`config.mk`:
```
export PLATFORM = sky130hd
export DESIGN_NAME = lh_digest_hex_serializer
export DESIGN_NICKNAME = d
export VERILOG_FILES = /design/src/rtl/lh_digest_hex_serializer.sv
export SDC_FILE = /design/constraint.sdc
export NUM_CORES = 1
export LEC_CHECK = 0
export BUFFER_PORTS_ARGS = -buffer_cell sky130_fd_sc_hd__clkbuf_2
export CAP_MARGIN = 20
export CORE_AREA = 2 2 85 87
export DETAILED_ROUTE_END_ITERATION = 10
export DIE_AREA = 0 0 87 89
export PLACE_DENSITY_LB_ADDON = 0.05
export SLEW_MARGIN = 20
export SYNTH_ARGS = -nofsm -noshare
export SYNTH_HDL_FRONTEND = slang
export SYNTH_SLANG_ARGS = --single-unit
export TNS_END_PERCENT = 5
```
`constraint.sdc`:
```
create_clock -name clk -period 4.04 [get_ports clk]
set_clock_uncertainty 0.05 [all_clocks]
set_input_delay 0.202 -clock clk [delete_from_list [all_inputs] [get_ports clk]]
set_output_delay 0.202 -clock clk [all_outputs]
set_load 0.03 [all_outputs]
```
`src/rtl/lh_digest_hex_serializer.sv`:
```
// lh_digest_hex_serializer: streams each captured 64-bit digest as 16 ASCII hex chars (MSB nibble first) plus an optional newline over valid/ready.
// Ports: clk; rst_n (sync, active-high reset); digest_in/digest_valid capture pulse;
//        out_char/out_valid/out_ready byte stream; busy while sending; done/overflow one-cycle pulses.
module lh_digest_hex_serializer #(
  parameter int UPPERCASE = 0,
  parameter int APPEND_NL = 1
) (
  input  logic        clk,
  input  logic        rst_n,
  input  logic [63:0] digest_in,
  input  logic        digest_valid,
  output logic [7:0]  out_char,
  output logic        out_valid,
  input  logic        out_ready,
  output logic        busy,
  output logic        done,
  output logic        overflow
);
  localparam logic [1:0] IDLE = 2'd0;
  localparam logic [1:0] SEND = 2'd1;
  localparam logic [1:0] TERM = 2'd2;
  logic [1:0]  r_state;
  logic [63:0] r_sh;
  logic [3:0]  r_cnt;
  logic [7:0]  r_char;
  logic        r_done;
  logic        r_ovf;
  logic        w_hs;
  logic        w_complete;
  logic        w_cap;
  function automatic logic [7:0] hex(input logic [3:0] n);
    return n < 4'd10 ? 8'h30 + {4'h0, n} : (UPPERCASE != 0 ? 8'h37 : 8'h57) + {4'h0, n};
  endfunction
  assign out_valid  = r_state != IDLE;
  assign busy       = r_state != IDLE;
  assign out_char   = r_char;
  assign done       = r_done;
  assign overflow   = r_ovf;
  assign w_hs       = out_valid && out_ready;
  assign w_complete = w_hs && (r_state == TERM || (r_state == SEND && r_cnt == 4'hf && APPEND_NL == 0));
  // A digest arriving on the completing handshake is taken back-to-back instead of being dropped.
  assign w_cap      = digest_valid && (r_state == IDLE || w_complete);
  always_ff @(posedge clk) begin
    if (rst_n) begin
      r_state <= IDLE;
      r_sh    <= '0;
      r_cnt   <= '0;
      r_char  <= '0;
      r_done  <= 1'b0;
      r_ovf   <= 1'b0;
    end else begin
      r_done <= w_complete;
      r_ovf  <= digest_valid && !w_cap;
      if (w_cap) begin
        r_state <= SEND;
        r_sh    <= digest_in;
        r_cnt   <= '0;
        r_char  <= hex(digest_in[63:60]);
      end else if (w_complete) begin
        r_state <= IDLE;
      end else if (w_hs && r_state == SEND) begin
        if (r_cnt == 4'hf) begin
          r_state <= TERM;
          r_char  <= 8'h0a;
        end else begin
          r_sh   <= r_sh << 4;
          r_cnt  <= r_cnt + 4'd1;
          r_char <= hex(r_sh[59:56]);
        end
      end
    end
  end
endmodule
```
==> impl_metrics.toml <==
[timing]
post-route-period-util_pct = 61.1
hold_viol = 0
period_minus_slack_ps = 2470
setup_violations = 0
timing.setup.tns_ps = 0
max-slew-margin-rel_pct = 30.5
tightest_slew_ps = 1040
rsz0062_at_grt = "false"
fmax_mhz = 405
drv_slew = 0

[cts]
h-tree-depth = 3
cts_buffers = 9
postCtsHoldBufs = 0
cts_resized = 0
clk_pin_slew_worst_paths_ps = 80
cts_num_sinks = 75
cts_tree = "done"
clk_latency_ps = 340
root_buffer = "clkbuf_8"
ctsLongestPathBuffers = 2
cts_setup_buffers = 0

[logic_synthesis]
synth_area_mm2 = 0.00334
synth_warnings = 0
synth_area_leaders = "dfxtp_1 (45%), a311oi_1 (14%), nand2_1 (13%)"
synth_mux_area_share_pct = 0.636
ys_seq_elements = 75
syn_area_per_cell_um2 = 8.02
synthSimpleGateAreaFrac_pct = 25.4
synth_top_family_by_area = "simple AND/OR/NAND/NOR gates"
syn_nets = 488
synthXorXnorAreaFrac_pct = 1.05
synth.largest_area_cell = "dfxtp_1"
syn_inst = 417
synth-seq-area-share_pct = 44.9
ys_types = 39
synth_fa_ha_area_share_pct = 1.12
yosys.area.top_type_share_pct = 44.9
synth_compound_area_share_pct = 21.2

[flow_run]
drv_cap = 0

[power]
leakage_nw = 1.55
power.total_mw = 1.66
clkPwrFrac_pct = 35.6
p_sw_share_pct = 27.2
seqPwrFrac_pct = 50.1
combPwrFrac_pct = 14.3
p_int_mw = 1.21
p_switching_mw = 0.451
power_density_mw_per_mm2 = 428
vdd_ir_drop_max_v = 0.000222

[routing]
drt_wl_total_um = 7660
drtAntennaViolNets = 0
dr.pass1.iters = 4
drtIter0Drc = 208
routed_via_density = 5.44
drc_errors = 0
routedWlPerCell_um = 13.8
vias = 3031

[placed_design]
port_buffers = 78
place.gp.congestion = 0.748
dp_hpwl_um = 4740

[die]
rows = 30
die_w_um = 87
die_h_um = 89
ioPinCount = 80
fp.coreArea_mm2 = 0.00672
initial_core_util_pct = 49.8
dieArea_mm2 = 0.00774

[setup_path]
cp.arrival_ps = 2660
cp_data_required_time_ps = 4230
start_kind = "register"
crit_path_end_kind = "register"
path_class = "reg2reg"
path_max_fanout = 40

[global_routing]
antenna_found_initial = 0
grt_overflow = 0
grt_use_total_pct = 20.8
grt_max_degree = 110
grt_pass1_vias = 2753
grt_pass1_wl_um = 12700

[hold_path]
hold_path.class = "in2reg"

[cells_and_area]
antenna_cells = 0
ff_latch_area_mm2 = 0.00150
syn_to_final_growth_pct = 16.2
final_nets = 543
fillers = 680
multiInputGateArea_mm2 = 0.00166
drive_gt1_share_pct = 21.4

[outcome]
status = "finished, final reports clean"
-- per-stage QoR --
stage	hold WS, ps	cells	setup slack, ps	area (um^2)	util, %
after floorplan	271	417	2430	3340	-
after global placement	396	541	1670	3680	54.8
after detailed placement	401	541	1560	3680	54.8
after CTS	38.4	557	1550	3880	57.8
after global routing	31.4	557	1360	3880	57.8
final	55.1	557	1570	3880	57.8
-- worst max-delay path: stages, from the launching register on --
cell and delay [ps]:
dfxtp_1 340, ha_1 240, and3_1 270, nor2_4 710, buf_4 390, nand2_1 80
a311oi_1 270
-- synthesized netlist by cell type --
| library cell | instances |
|---|---|
| nor3_1 | 5 |
| nand3b_4 | 1 |
| nor3b_1 | 2 |
| buf_1 | 1 |
| a21oi_1 | 11 |
| dfxtp_1 | 75 |
| buf_2 | 21 |
| a2111oi_0 | 1 |
| a211oi_1 | 1 |
| mux2i_1 | 1 |
| nand2b_1 | 1 |
| o22ai_1 | 1 |
| and2_1 | 1 |
| and3_1 | 1 |
| a221oi_1 | 3 |
| or2_2 | 1 |
| nand2_4 | 1 |
| ha_1 | 3 |
| nand3_1 | 6 |
| a22oi_1 | 8 |
| a22oi_2 | 1 |
| xnor2_1 | 4 |
| mux2_2 | 1 |
| a31oi_1 | 2 |
| a311oi_1 | 54 |
| inv_1 | 4 |
| conb_1 | 1 |
| o21bai_1 | 1 |
| or3_1 | 1 |
| o21ai_0 | 6 |
| nor2b_1 | 5 |
| nor2_1 | 59 |
| nand2_2 | 1 |
| clkbuf_1 | 11 |
| buf_4 | 3 |
| nor2_4 | 1 |
| and3b_1 | 2 |
| nand2_1 | 114 |
| o22a_1 | 1 |
-- sequential cells by signal, indices dropped and copies added, names as in the netlist --
register / count
r_sh: 60
out_char: 7
overflow: 1
r_cnt: 4
done: 1
r_state: 2
-- path summary, 6_finish.rpt --
kind                                    from          end  slack (ps)  cells past startpoint
worst max-delay path                r_cnt[0]     r_sh[30]        1570                      6
worst max register to register      r_cnt[0]     r_sh[30]        1570                      6
worst min register to register   out_char[6]  out_char[6]         410                      2
worst min-delay path            digest_valid     overflow          60                      2
-- routing by layer --
layer  vias to the layer above  global-route usage (%)  routed length [um]  share of wire (%)
met4                         0                    4.69                  25               0.33
met5                         -                       0                   0                  0
li1                       1569                       -                   -                  -
met1                      1379                    28.7                3770                 49
met3                         2                    5.82                 385                5.0
met2                        81                    32.4                3480                 45
-- placed cells by master, fill, tap and decap left out, types with 2 or more instances in the layout --
master,n
nand2_4,2
nor2b_1,5
nand2_1,114
nor2_1,59
a221oi_1,3
a31oi_1,2
o21ai_0,6
xnor2_1,4
nor3_1,5
a22oi_1,8
a311oi_1,54
dfxtp_1,75
clkbuf_8,11
clkbuf_2,78
and3b_1,2
inv_1,4
a21oi_1,11
buf_4,2
nor3b_1,2
ha_1,3
clkinv_2,2
nand3_1,6
-- power by group through the flow --
stage	sequential [mW]	clock (mW)	combinational (mW)
final	0.833	0.592	0.237
after global routing	0.841	0.639	0.270
after CTS	0.833	0.609	0.240
after detailed placement	0.849	0	0.238
after global placement	0.850	0	0.235
after floorplan	0.852	0	0.162
-- cells by family (layout without fill, tap and decap cells) --
family	after synthesis	count (layout)
adder cells (fa/ha/maj)	3	3
other	1	1
XOR/XNOR	4	4
AO/OA/AOI/OAI	90	90
buffers and inverters	40	100
flip-flops	75	75
multiplexers	2	2
AND/OR/NAND/NOR	202	202
-- cell type report --
cell class / count / area share (%)
timing repair buffer: 80 / 10.4
sequential: 75 / 38.6
clock inverter: 4 / 1.26
clock buffer: 12 / 3.99
multi-input combinational: 302 / 42.7
inverter: 4 / 0.386
tap: 80 / 2.58
Power figures use the tool's default switching activity.
